$ cat src/rtl/feature_stream_ctrl.sv
// Feature stream controller: clears a FWFT feature buffer, fills it with one
// IMG_W x IMG_H frame from upstream, then streams it downstream with
// column/row position and line/frame flags.
// Optional stall counter selected by macro FEATURE_STREAM_STALL_CNT_EN.
module feature_stream_ctrl #(
    parameter int IMG_W = 27,
    parameter int IMG_H = 27
) (
    input  logic                     clk,
    input  logic                     rst,
    input  logic                     start,
    input  logic                     in_valid,
    output logic                     in_ready,
    output logic                     fifo_rst,
    output logic                     fifo_wr_en,
    output logic                     fifo_rd_en,
    input  logic                     fifo_valid,
    output logic                     out_valid,
    input  logic                     out_ready,
    output logic [$clog2(IMG_W)-1:0] out_col,
    output logic [$clog2(IMG_H)-1:0] out_row,
    output logic                     out_sol,
    output logic                     out_eol,
    output logic                     out_eof,
    output logic                     busy,
    output logic                     done,
    output logic [15:0]              stall_cnt
);

    localparam int CW   = $clog2(IMG_W);
    localparam int RW   = $clog2(IMG_H);
    localparam int NPIX = IMG_W * IMG_H;
    localparam int WW   = $clog2(NPIX + 1);

    localparam logic [WW-1:0] LAST_WR = WW'(NPIX - 1);
    localparam logic [CW-1:0] COL_MAX = CW'(IMG_W - 1);
    localparam logic [RW-1:0] ROW_MAX = RW'(IMG_H - 1);

    typedef enum logic [2:0] {IDLE, CLEAR, FILL, STREAM, DONE} state_t;

    state_t        state;
    state_t        state_nxt;
    logic [WW-1:0] wr_cnt;
    logic [CW-1:0] col;
    logic [RW-1:0] row;
    logic          at_eol;
    logic          at_eof;

    assign at_eol  = (col == COL_MAX);
    assign at_eof  = at_eol && (row == ROW_MAX);
    assign out_col = col;
    assign out_row = row;

    // State register
    always_ff @(posedge clk) begin
        if (rst) state <= IDLE;
        else     state <= state_nxt;
    end

    // Next-state and strobe/flag decode
    always_comb begin
        state_nxt  = state;
        in_ready   = 1'b0;
        fifo_rst   = 1'b0;
        fifo_wr_en = 1'b0;
        fifo_rd_en = 1'b0;
        out_valid  = 1'b0;
        out_sol    = 1'b0;
        out_eol    = 1'b0;
        out_eof    = 1'b0;
        busy       = 1'b1;
        done       = 1'b0;
        case (state)
            IDLE: begin
                busy = 1'b0;
                if (start) state_nxt = CLEAR;
            end
            CLEAR: begin
                fifo_rst  = 1'b1;
                state_nxt = FILL;
            end
            FILL: begin
                in_ready   = 1'b1;
                fifo_wr_en = in_valid;
                if (in_valid && wr_cnt == LAST_WR) state_nxt = STREAM;
            end
            STREAM: begin
                out_valid  = fifo_valid;
                fifo_rd_en = fifo_valid && out_ready;
                out_sol    = fifo_valid && (col == '0);
                out_eol    = fifo_valid && at_eol;
                out_eof    = fifo_valid && at_eof;
                if (fifo_rd_en && at_eof) state_nxt = DONE;
            end
            DONE: begin
                done      = 1'b1;
                state_nxt = IDLE;
            end
            default: state_nxt = IDLE;
        endcase
    end

    // Accepted-write counter for the fill phase
    always_ff @(posedge clk) begin
        if (rst || state == CLEAR) wr_cnt <= '0;
        else if (fifo_wr_en)       wr_cnt <= wr_cnt + 1'b1;
    end

    // Position of the presented feature; the eof read wraps back to 0/0
    always_ff @(posedge clk) begin
        if (rst || state == CLEAR) begin
            col <= '0;
            row <= '0;
        end else if (fifo_rd_en) begin
            if (at_eol) begin
                col <= '0;
                row <= (row == ROW_MAX) ? '0 : row + 1'b1;
            end else begin
                col <= col + 1'b1;
            end
        end
    end

`ifdef FEATURE_STREAM_STALL_CNT_EN
    // Saturating count of cycles a presented feature waits on downstream
    always_ff @(posedge clk) begin
        if (rst || state == CLEAR)
            stall_cnt <= '0;
        else if (out_valid && !out_ready && stall_cnt != '1)
            stall_cnt <= stall_cnt + 1'b1;
    end
`else
    assign stall_cnt = '0;
`endif

endmodule

$ cat config.mk
export PLATFORM = sky130hd
export DESIGN_NAME = feature_stream_ctrl
export DESIGN_NICKNAME = d
export VERILOG_FILES = /design/src/rtl/feature_stream_ctrl.sv
export SDC_FILE = /design/constraint.sdc
export NUM_CORES = 1
export LEC_CHECK = 0
export ABC_AREA = 1
export ABC_CLOCK_PERIOD_IN_PS = 4000
export CORE_ASPECT_RATIO = 1.5
export CORE_MARGIN = 2
export CORE_UTILIZATION = 49
export DETAILED_ROUTE_END_ITERATION = 10
export PLACE_DENSITY = 0.84
export SYNTH_ARGS = -nofsm -noshare
export SYNTH_HDL_FRONTEND = slang
export SYNTH_SLANG_ARGS = --single-unit
$ cat constraint.sdc
create_clock -name clk -period 4 [get_ports clk]
set_input_delay 1.2 -clock clk [delete_from_list [all_inputs] [get_ports clk]]
set_output_delay 1.2 -clock clk [all_outputs]
set_load 0.01 [all_outputs]
After elaboration in Yosys (flattened, before gate mapping)

Index checks and enable logic that the tools add are counted.
Widths: inputs -> output; s select.

Output and inout bits: 36
Input port bits: 6
Word-level logic and storage cells: 45
Register bits after elaboration: 23

Equality and inequality tests: 10
Muxes and demuxes: 16
Reductions and logical operators: 12
Add/sub/neg operators: 3

Operators with widths:

| cell                  | number |
|---|---|
| $pmux 3 s4            | 1 |
| $add 10x1->10 const B | 1 |
| $add 5x1->5 const B   | 2 |
| $eq 10x10->1 const B  | 1 |
| $eq 5x5->1 const B    | 2 |
| $mux 1                | 10 |
| $mux 5                | 2 |
| $mux 3                | 3 |
| $logic_and 1x1->1     | 7 |
| $eq 3x2->1 const B    | 2 |
| $ne 2x2->1 const B    | 3 |
| $logic_not 5->1       | 1 |
| $eq 3x1->1 const B    | 1 |
| $eq 3x3->1 const B    | 1 |
| $logic_not 3->1       | 1 |
| $reduce_and 3->1      | 1 |
| $reduce_and 2->1      | 1 |
| $logic_or 1x1->1      | 1 |

Logic depth before layout (Yosys ltp)

Gate-level depths: netlist of the first run.

Word-level depth: 5
Mapped depth: 9
Gate-level depth less buffers: 9

Worst setup path after synthesis of the first run

Ideal clock, no wire load.

Path kind: input-to-output
Start: input port fifo_valid
End: output port out_eof
Setup slack: 0.915 ns
Buffers on the path: 0
Stages: 4
Required time: 2.800 ns
Data arrival time: 1.885 ns
Cells stage by stage: inv_1 nor2_1 inv_1 nor4_1

Cells in the longest elaborated chain, start to end: 2

Ends and longest elaborated chain:

| element           | RTL line | text |
|---|---|---|
| start, declared   | 17       | `input logic fifo_valid,` |
| $logic_and 1x1->1 | 92       | `out_eof = fifo_valid && at_eof;` |
| $mux 1            | 73       | `case (state)` |
| end, declared     | 24       | `output logic out_eof,` |

No other way between the ends.

Worst setup path after layout of the first run

Start: input port fifo_valid
End: output port out_sol

Cells in the longest elaborated chain, start to end: 2

Ends and longest elaborated chain:

| element           | RTL line | text |
|---|---|---|
| $logic_and 1x1->1 | 90       | `out_sol = fifo_valid && (col == '0);` |
| $mux 1            | 73       |  |
| end, declared     | 22       | `output logic out_sol,` |

No other way between the ends.

==> results of run 1 <==
## path summary, 6_finish.rpt
kind                                              start                      to  slack (ns)  cells past startpoint
worst min-delay path             wr_cnt[3]$_SDFFE_PP0P_  wr_cnt[3]$_SDFFE_PP0P_        0.49                      2
worst max register to register  out_row[0]$_SDFFE_PP0P_   state[0]$_SDFFE_PP0P_        2.53                      9
worst max-delay path                         fifo_valid                 out_sol        0.17                      6
worst min register to register   wr_cnt[3]$_SDFFE_PP0P_  wr_cnt[3]$_SDFFE_PP0P_        0.49                      2
## sequential cells by signal, summed over array words and instances (netlist names)
name,flops
state,3
wr_cnt,10
out_row,5
out_col,5
## worst max-delay path, cell delays in order
cell and delay (ns):
clkdlybuf4s50_1 0.47, inv_1 0.04, nor2_1 0.12, inv_1 0.09
nor3_1 0.13, clkdlybuf4s50_1 0.57
## kinds of logic after synthesis
| group | Yosys count | share of synthesized area |
|---|---|---|
| xor gates and xnor gates | 1 | 0.00574 |
| AOI/OAI and AO/OA | 27 | 0.0960 |
| DFF | 23 | 0.302 |
| other | 1 | 0.00246 |
| and+or+nand+nor | 107 | 0.345 |
| buffers and inverters | 59 | 0.192 |
| adders and majority gates | 7 | 0.0574 |
## synthesized netlist by cell type
cell type  instances
nor2_8             1
nor2_4             2
nor2_2             2
nand3_4            1
a211oi_1           1
o211a_1            1
nand2_1           47
conb_1             1
inv_1             37
nand4_1            9
inv_2              4
nand3_1           15
a31oi_1            1
xor2_1             1
nor3b_1            2
o21bai_1           1
nor4_1             1
o21ai_1            9
buf_6              1
nand2_2            1
nand2_4            1
a21oi_1           12
ha_1               7
or2_1              1
nor3_1             6
o21ai_0            2
dfxtp_1           23
and2_1             1
buf_4             17
nor2_1            17
## cell usage in the layout (no fill, tap or decap), types with 2 or more instances in the layout
cell type	n
conb_1	16
nor2_2	2
clkdlybuf4s50_1	24
nor2_1	17
dfxtp_1	23
a21oi_1	12
nand3_1	15
nor2_4	2
nor3b_1	2
nand2_1	47
o21ai_1	9
nand4_1	9
nor3_1	6
clkbuf_8	3
inv_2	4
ha_1	7
o21ai_0	2
inv_1	37
## power breakdown
group	internal [W]	switching [W]	total, W
sequential	0.000239	0.0000159	0.000255
combinational	0.0000644	0.0000937	0.000158
clock	0.0000695	0.0000743	0.000144
## routing by layer
layer	vias up	GRT usage
li1	740	-
met1	615	0.200
met2	30	0.327
met3	4	0.0185
met4	0	0.0710
met5	-	0
## cell type report
| cell class | count | area share |
|---|---|---|
| clock buffers | 3 | 0.0230 |
| multi-input cells | 158 | 0.461 |
| well taps | 39 | 0.0271 |
| flip-flops and latches | 23 | 0.256 |
| inverters | 41 | 0.0856 |
| clock inverters | 1 | 0.00278 |
| repair buffers | 26 | 0.145 |
## through the flow
step	utilization	area [um^2]
after global placement	0.594	1750
after detailed placement	0.594	1750
after floorplan	-	1580
after CTS	0.610	1800
after global routing	0.611	1800
final	0.611	1800
## what timing repair did
item                                   in CTS  in global routing
setup buffers                               0                  0
endpoints found under the hold margin       0                  0
setup endpoints to repair                   0                  1
gates resized for setup                     0                  1
==> impl_results.md, run 1 <==
- Status: finished clean
- Worst skew pair latency: 0.26 ns
- Slew Limit Fails: 0
- # nets final: 266
- Vias in the first global route: 1182
- Uppermost layer routed: met4
- Core area: 0.00294 mm^2
- Starting Density: 0.518
- WL met1: 1240 um
- Most area-consuming cells after synthesis: dfxtp_1 30%, nand2_1 12%, inv_1 9.1%, buf_4 8.4%, ha_1 5.7%
- Yosys cell types: 30
- ANT cells: 0
- Area share of the largest cell type after synthesis: 0.302
- Worst Path Max Fanout: 3
- Largest net degree at the start of global routing: 14
- Critical path class: input pin to output port
- H-tree lvl count: 1
- Hold Path Class: register to register
- Total I/O pin count: 42
- Die X: 49.6 um
- DR DRC count: 0
- Final critical-path setup slack: 0.170 ns
- DPL Wire Length: 2310 um
- VDD IR-drop max: 0.231 mV
- Critical Path Sink Type: output port
- Cell Area, Synth: 0.00153 mm^2
- Routability congestion estimate from global placement: 0.762
- Dpl ws: 0.0981 ns
- Max Cap Viol: 0
- Drt first pass iters: 4
- CTS Buf Count: 3
- Filler Cell Count: 296
- Hold-fix buffers at CTS: 0
- PD cells: 310 mW/mm^2
- Critical path required time: 2.80 ns
- Multi-input gate area: 828 um^2
- Leading area contributor after synthesis: dfxtp_1
- Total GRT Usage: 0.175
- Finished Layout Cells: 291
- Synthesis Warnings: 0
- Worst hold margin: 0.493 ns
- Area delta synth->final: 17.9%
- WL/cell: 10.0 um
- CTS clk-pin slew, worst paths: 0.08 ns
- Clock sinks: 23
- DR vias/cell: 4.77
- Wirelength, routed: 2920 um
- Worst clock skew: 0.00491 ns
- Root buffer cell: clkbuf_8
- Cells after DPL: 287
- Final setup TNS: 0 ns
- Leakage: 0.799 nW
- CTS tree: built
- Final setup vio count: 0
- GRT overflow: 0
- Fin crit period: 3.83 ns
- Area occupied by registers: 460 um^2
- CP Launch Type: input pin
- Routed wl met3: 88 um
- First-pass GRT wire length: 5020 um
- Share of cells above drive strength 1: 0.0675
- Row count: 24
- Max Clock Freq: 261 MHz
- CTS Buffer Depth: 2
- Fin crit share: 0.957
- Via count: 1389
- Mean post-synth cell area: 6.78 um^2
- Worst Path Arrival: 2.63 ns
- WL met2: 1560 um
- Post-route ant nets: 0
- Cells after synthesis: 225
- Sequential area share after synthesis: 0.302
- Die Height: 72.3 um
- Initial drt markers: 31
- Final hold violation count: 0
- Total Power: 0.000557 W
- Initial antenna violation count: 0
- Port Buffer Count: 25
- Die ar.: 0.00358 mm^2
- Unrepaired setup endpoints after global routing: no
- Synth Register Bits: 23
Note: power is estimated with default switching activity, not from simulation.
==> inputs of run 2 (changes only) <==
--- a/config.mk
+++ b/config.mk
@@ -5,13 +5,14 @@
 export SDC_FILE = /design/constraint.sdc
 export NUM_CORES = 1
 export LEC_CHECK = 0
-export ABC_AREA = 1
+export ABC_AREA = 0
 export ABC_CLOCK_PERIOD_IN_PS = 4000
 export CORE_ASPECT_RATIO = 1.5
 export CORE_MARGIN = 2
 export CORE_UTILIZATION = 49
 export DETAILED_ROUTE_END_ITERATION = 10
-export PLACE_DENSITY = 0.84
+export PLACE_DENSITY = 0.87
+export SETUP_SLACK_MARGIN = 0.4
 export SYNTH_ARGS = -nofsm -noshare
 export SYNTH_HDL_FRONTEND = slang
 export SYNTH_SLANG_ARGS = --single-unit
==> run 2 against run 1 <==
Effect of this change:
- critical path depth decreased by 2
- fmax increased by 7.9%
- cell area decreased by 9.7%
- non-clock buffer count increased by 3
- global-route usage increased by 0.12 points
- count of clock-buffer cells in the layout increased by 1
- register-to-register slack got worse by 0.28 ns
- critical path type unchanged
==> impl_results.md, run 2 <==
- Hold-fix buffers at CTS: 0 (unchanged)
- Largest net degree at the start of global routing: 15 (+1)
- CP Cell Sequence: clkdlybuf4s50_1, nand2_1, nor4_2, dlygate4sd2_1
- Crit path buf inv count: 2 (-2)
- CTS tree: built
- Critical Path Sink Type: output port
- FF-to-FF End: wr_cnt[9]$_SDFFE_PP0P_
- Post-synthesis adder-cell area fraction: 0.0649 (+0.00751)
- Main synth FF type: dfxtp_1
- Area share of the largest cell type after synthesis: 0.341 (+0.0395)
- Most frequent cell after synthesis: nor2_1
- Worst Path Arrival: 2.35 ns (-0.28 ns)
- Largest family of logic cells by synthesized area: simple AND/OR/NAND/NOR gates
- Leading cell type in the layout, fill and taps excluded: nor2_1
- Worst hold margin: 0.497 ns (+0.00423 ns)
- CTS Buffer Depth: 2 (unchanged)
- Leading area contributor after synthesis: dfxtp_1
- Largest stage delay on the critical path: 0.49 ns (-0.08 ns)
- CTS Buf Count: 3 (unchanged)
- Most frequent cells in the layout: 26 x nor2_1, 23 x dfxtp_1, 19 x clkdlybuf4s50_1, 16 x conb_1
- Most frequent cells after synthesis: 26 x nor2_1, 23 x dfxtp_1, 16 x buf_4, 8 x nand4_1, 8 x xor2_1
- Final hold violation count: 0 (unchanged)
- Total I/O pin count: 42 (unchanged)
- Fin crit share: 0.887 (-0.0704)
- Mean post-synth cell area: 8.33 um^2 (+23%)
- DPL Wire Length: 2050 um (-11%)
- DP Area: 0.00158 mm^2 (-9.7%)
- Most area-consuming cells after synthesis: dfxtp_1 34%, buf_4 8.9%, nor2_1 7.2%, ha_1 6.5%, xor2_1 5.2%
- Critical path class: input pin to output port
- Clock sinks: 23 (unchanged)
- Cells after synthesis: 162 (-28%)
- Largest register FFs: 10 (unchanged)
- Initial antenna violation count: 0 (unchanged)
- Total GRT Usage: 0.177 (+0.00123)
- First-pass GRT wire length: 4080 um (-19%)
- ANT cells: 0 (unchanged)
- Routability congestion estimate from global placement: 0.801 (+5.2%)
- Post-route ant nets: 0 (unchanged)
- Critical path required time: 2.80 ns (about the same)
- Synth Register Bits: 23 (unchanged)
- Largest Register: wr_cnt
- Sequential area share after synthesis: 0.341 (+0.0395)
- Max Clock Freq: 282 MHz (+7.9%)
- Top Family by Delay on Critical Path: buffers and inverters
- WL/cell: 11.6 um (+16%)
- Drt first pass iters: 4 (unchanged)
- Via count: 1149 (-17%)
- Min-Delay Endpoint: wr_cnt[9]$_SDFFE_PP0P_
- Slowest cell on crit path: clkdlybuf4s50_1
- Slew Limit Fails: 0 (unchanged)
- Area delta synth->final: 20.4%
- Root buffer cell: clkbuf_8
- Row count: 23 (-4.2%)
- Yosys cell types: 37 (+23%)
- Share of cells above drive strength 1: 0.0632 (-0.00430)
- Post-synthesis compound-gate area fraction: 0.0482 (-0.0477)
- Core area: 0.00265 mm^2 (-10%)
- Vias in the first global route: 947 (-20%)
- Wirelength, routed: 2640 um (-9.6%)
- XOR/XNOR Fraction of Synth Area: 0.0909 (+0.0852)
- Number of flops mapped to enable cells by yosys: 0 (unchanged)
- Initial drt markers: 29 (-6.5%)
- GRT overflow: 0 (unchanged)
- Worst skew pair latency: 0.27 ns (about the same)
- Synthesis Warnings: 0 (unchanged)
- Cell Area, Synth: 0.00135 mm^2 (-12%)
- CTS clk-pin slew, worst paths: 0.08 ns (about the same)
- Worst Path Max Fanout: 4 (+1)
- Port Buffer Count: 25 (unchanged)
- Total Power: 0.000438 W (-21%)
- Synth Area in Simple Gates: 0.305 (-0.0393)
- Starting Density: 0.509 (-0.00883)
- Worst clock skew: 0.00156 ns (-0.00334 ns)
- Final setup vio count: 0 (unchanged)
- DR DRC count: 0 (unchanged)
- Async SR Flop Fraction: 0 (unchanged)
- Hold Path Class: register to register
- Worst r2r src: state[1]$_SDFFE_PP0P_
- Die Height: 68.3 um (-5.6%)
- Unrepaired setup endpoints after global routing: no
- Hold Path Origin: wr_cnt[9]$_SDFFE_PP0P_
- Final setup TNS: 0 ns (unchanged)
- Mux contribution to synthesized area: 0.0148 (+0.0148)
- PD cells: 270 mW/mm^2 (-13%)
- Final critical-path setup slack: 0.452 ns (+0.282 ns)
- Fin crit period: 3.55 ns (-0.282 ns)
- R2R depth: 5 (-4)
- Status: finished clean
- Hold Crit Depth: 2 (unchanged)
- VDD IR-drop max: 0.224 mV (-3.3%)
- CP Launch Type: input pin
- Worst reg2reg setup slack: 2.25 ns (-0.28 ns)
- Dpl ws: 0.154 ns (+0.0556 ns)
- H-tree lvl count: 1 (unchanged)
- Max Cap Viol: 0 (unchanged)
- DR vias/cell: 5.06 (+6.0%)
- Die X: 46.8 um (-5.5%)
- Die ar.: 0.00320 mm^2 (-11%)
- Leakage: 0.635 nW (-20%)
- Cell area after layout: 0.00162 mm^2 (-9.7%)
- # nets final: 204 (-23%)
-- run 2: cell count changes in the layout (fill, tap and decap cells not counted), sizes merged, moves of 3 or more --
cell	change
a21oi	-6
buf	+3
clkdlybuf4s50	-5
dlygate4sd2	+6
inv	-34
nand2	-42
nand3	-9
nor2	+4
nor4	+4
o21ai	-9
xnor2	+6
xor2	+7
-- run 2: worst max path at each step --
stage,from,end,slack [ns],cells after the start
final,fifo_valid,out_sol,0.45,4
after global placement,fifo_valid,out_sol,0.13,4
after detailed placement,fifo_valid,out_sol,0.15,4
after CTS,fifo_valid,out_sol,0.43,4
after floorplan,fifo_valid,out_sol,1.11,2
after global routing,fifo_valid,out_sol,0.42,4
-- run 2: final cells by class --
cell class / count / area [um^2]
clock buffer: 4 / 45.0
fill: 251 / 1020
inverter: 7 / 26.3
multi-input combinational: 127 / 773
sequential: 23 / 460
tap: 37 / 46.3
timing repair buffer: 29 / 273
-- run 2: cell families (layout without fill, tap and decap cells) --
group,count (synthesis),count (layout)
xor+xnor,14,14
fa+ha+maj,7,7
buf+inv,27,40
compound gates,11,11
flops,23,23
simple gates,77,77
mux,2,2
other cells,1,16
-- run 2: power breakdown --
part | internal [W] | leakage (nW) | switching, W | total, W
Sequential | 0.000232 | 0.186 | 0.00000592 | 0.000238
Clock | 0.0000713 | 0.0228 | 0.0000747 | 0.000146
Combinational | 0.0000240 | 0.427 | 0.0000309 | 0.0000548
Total | 0.000327 | 0.635 | 0.000111 | 0.000438
-- run 2: worst min-delay path, cell delays in order (launching register included) --
cell and delay [ns]:
dfxtp_1 0.33, o31ai_1 0.07, a21oi_1 0.06
-- run 2: timing repair --
| action | 4_1_cts | 5_1_grt |
|---|---|---|
| gates resized for setup | 6 | 1 |
| endpoints found under the hold margin | 0 | 0 |
| setup endpoints to repair | 6 | 1 |
| buffers inserted | 0 | 0 |
| pin swaps | 0 | 0 |
-- run 2: per-stage QoR --
stage,std cells,utilization
2_1_floorplan,177,-
3_3_place_gp,223,0.597
3_5_place_dp,223,0.597
4_1_cts,227,0.611
5_1_grt,227,0.613
6_report,227,0.613
-- run 2: per-layer routing --
layer	routed length (um)	share of wire	up-vias	track usage
li1	-	-	590	-
met1	1130	0.43	526	0.201
met2	1340	0.51	26	0.298
met3	92	0.035	7	0.0264
met4	77	0.029	0	0.108
met5	0	0	-	0
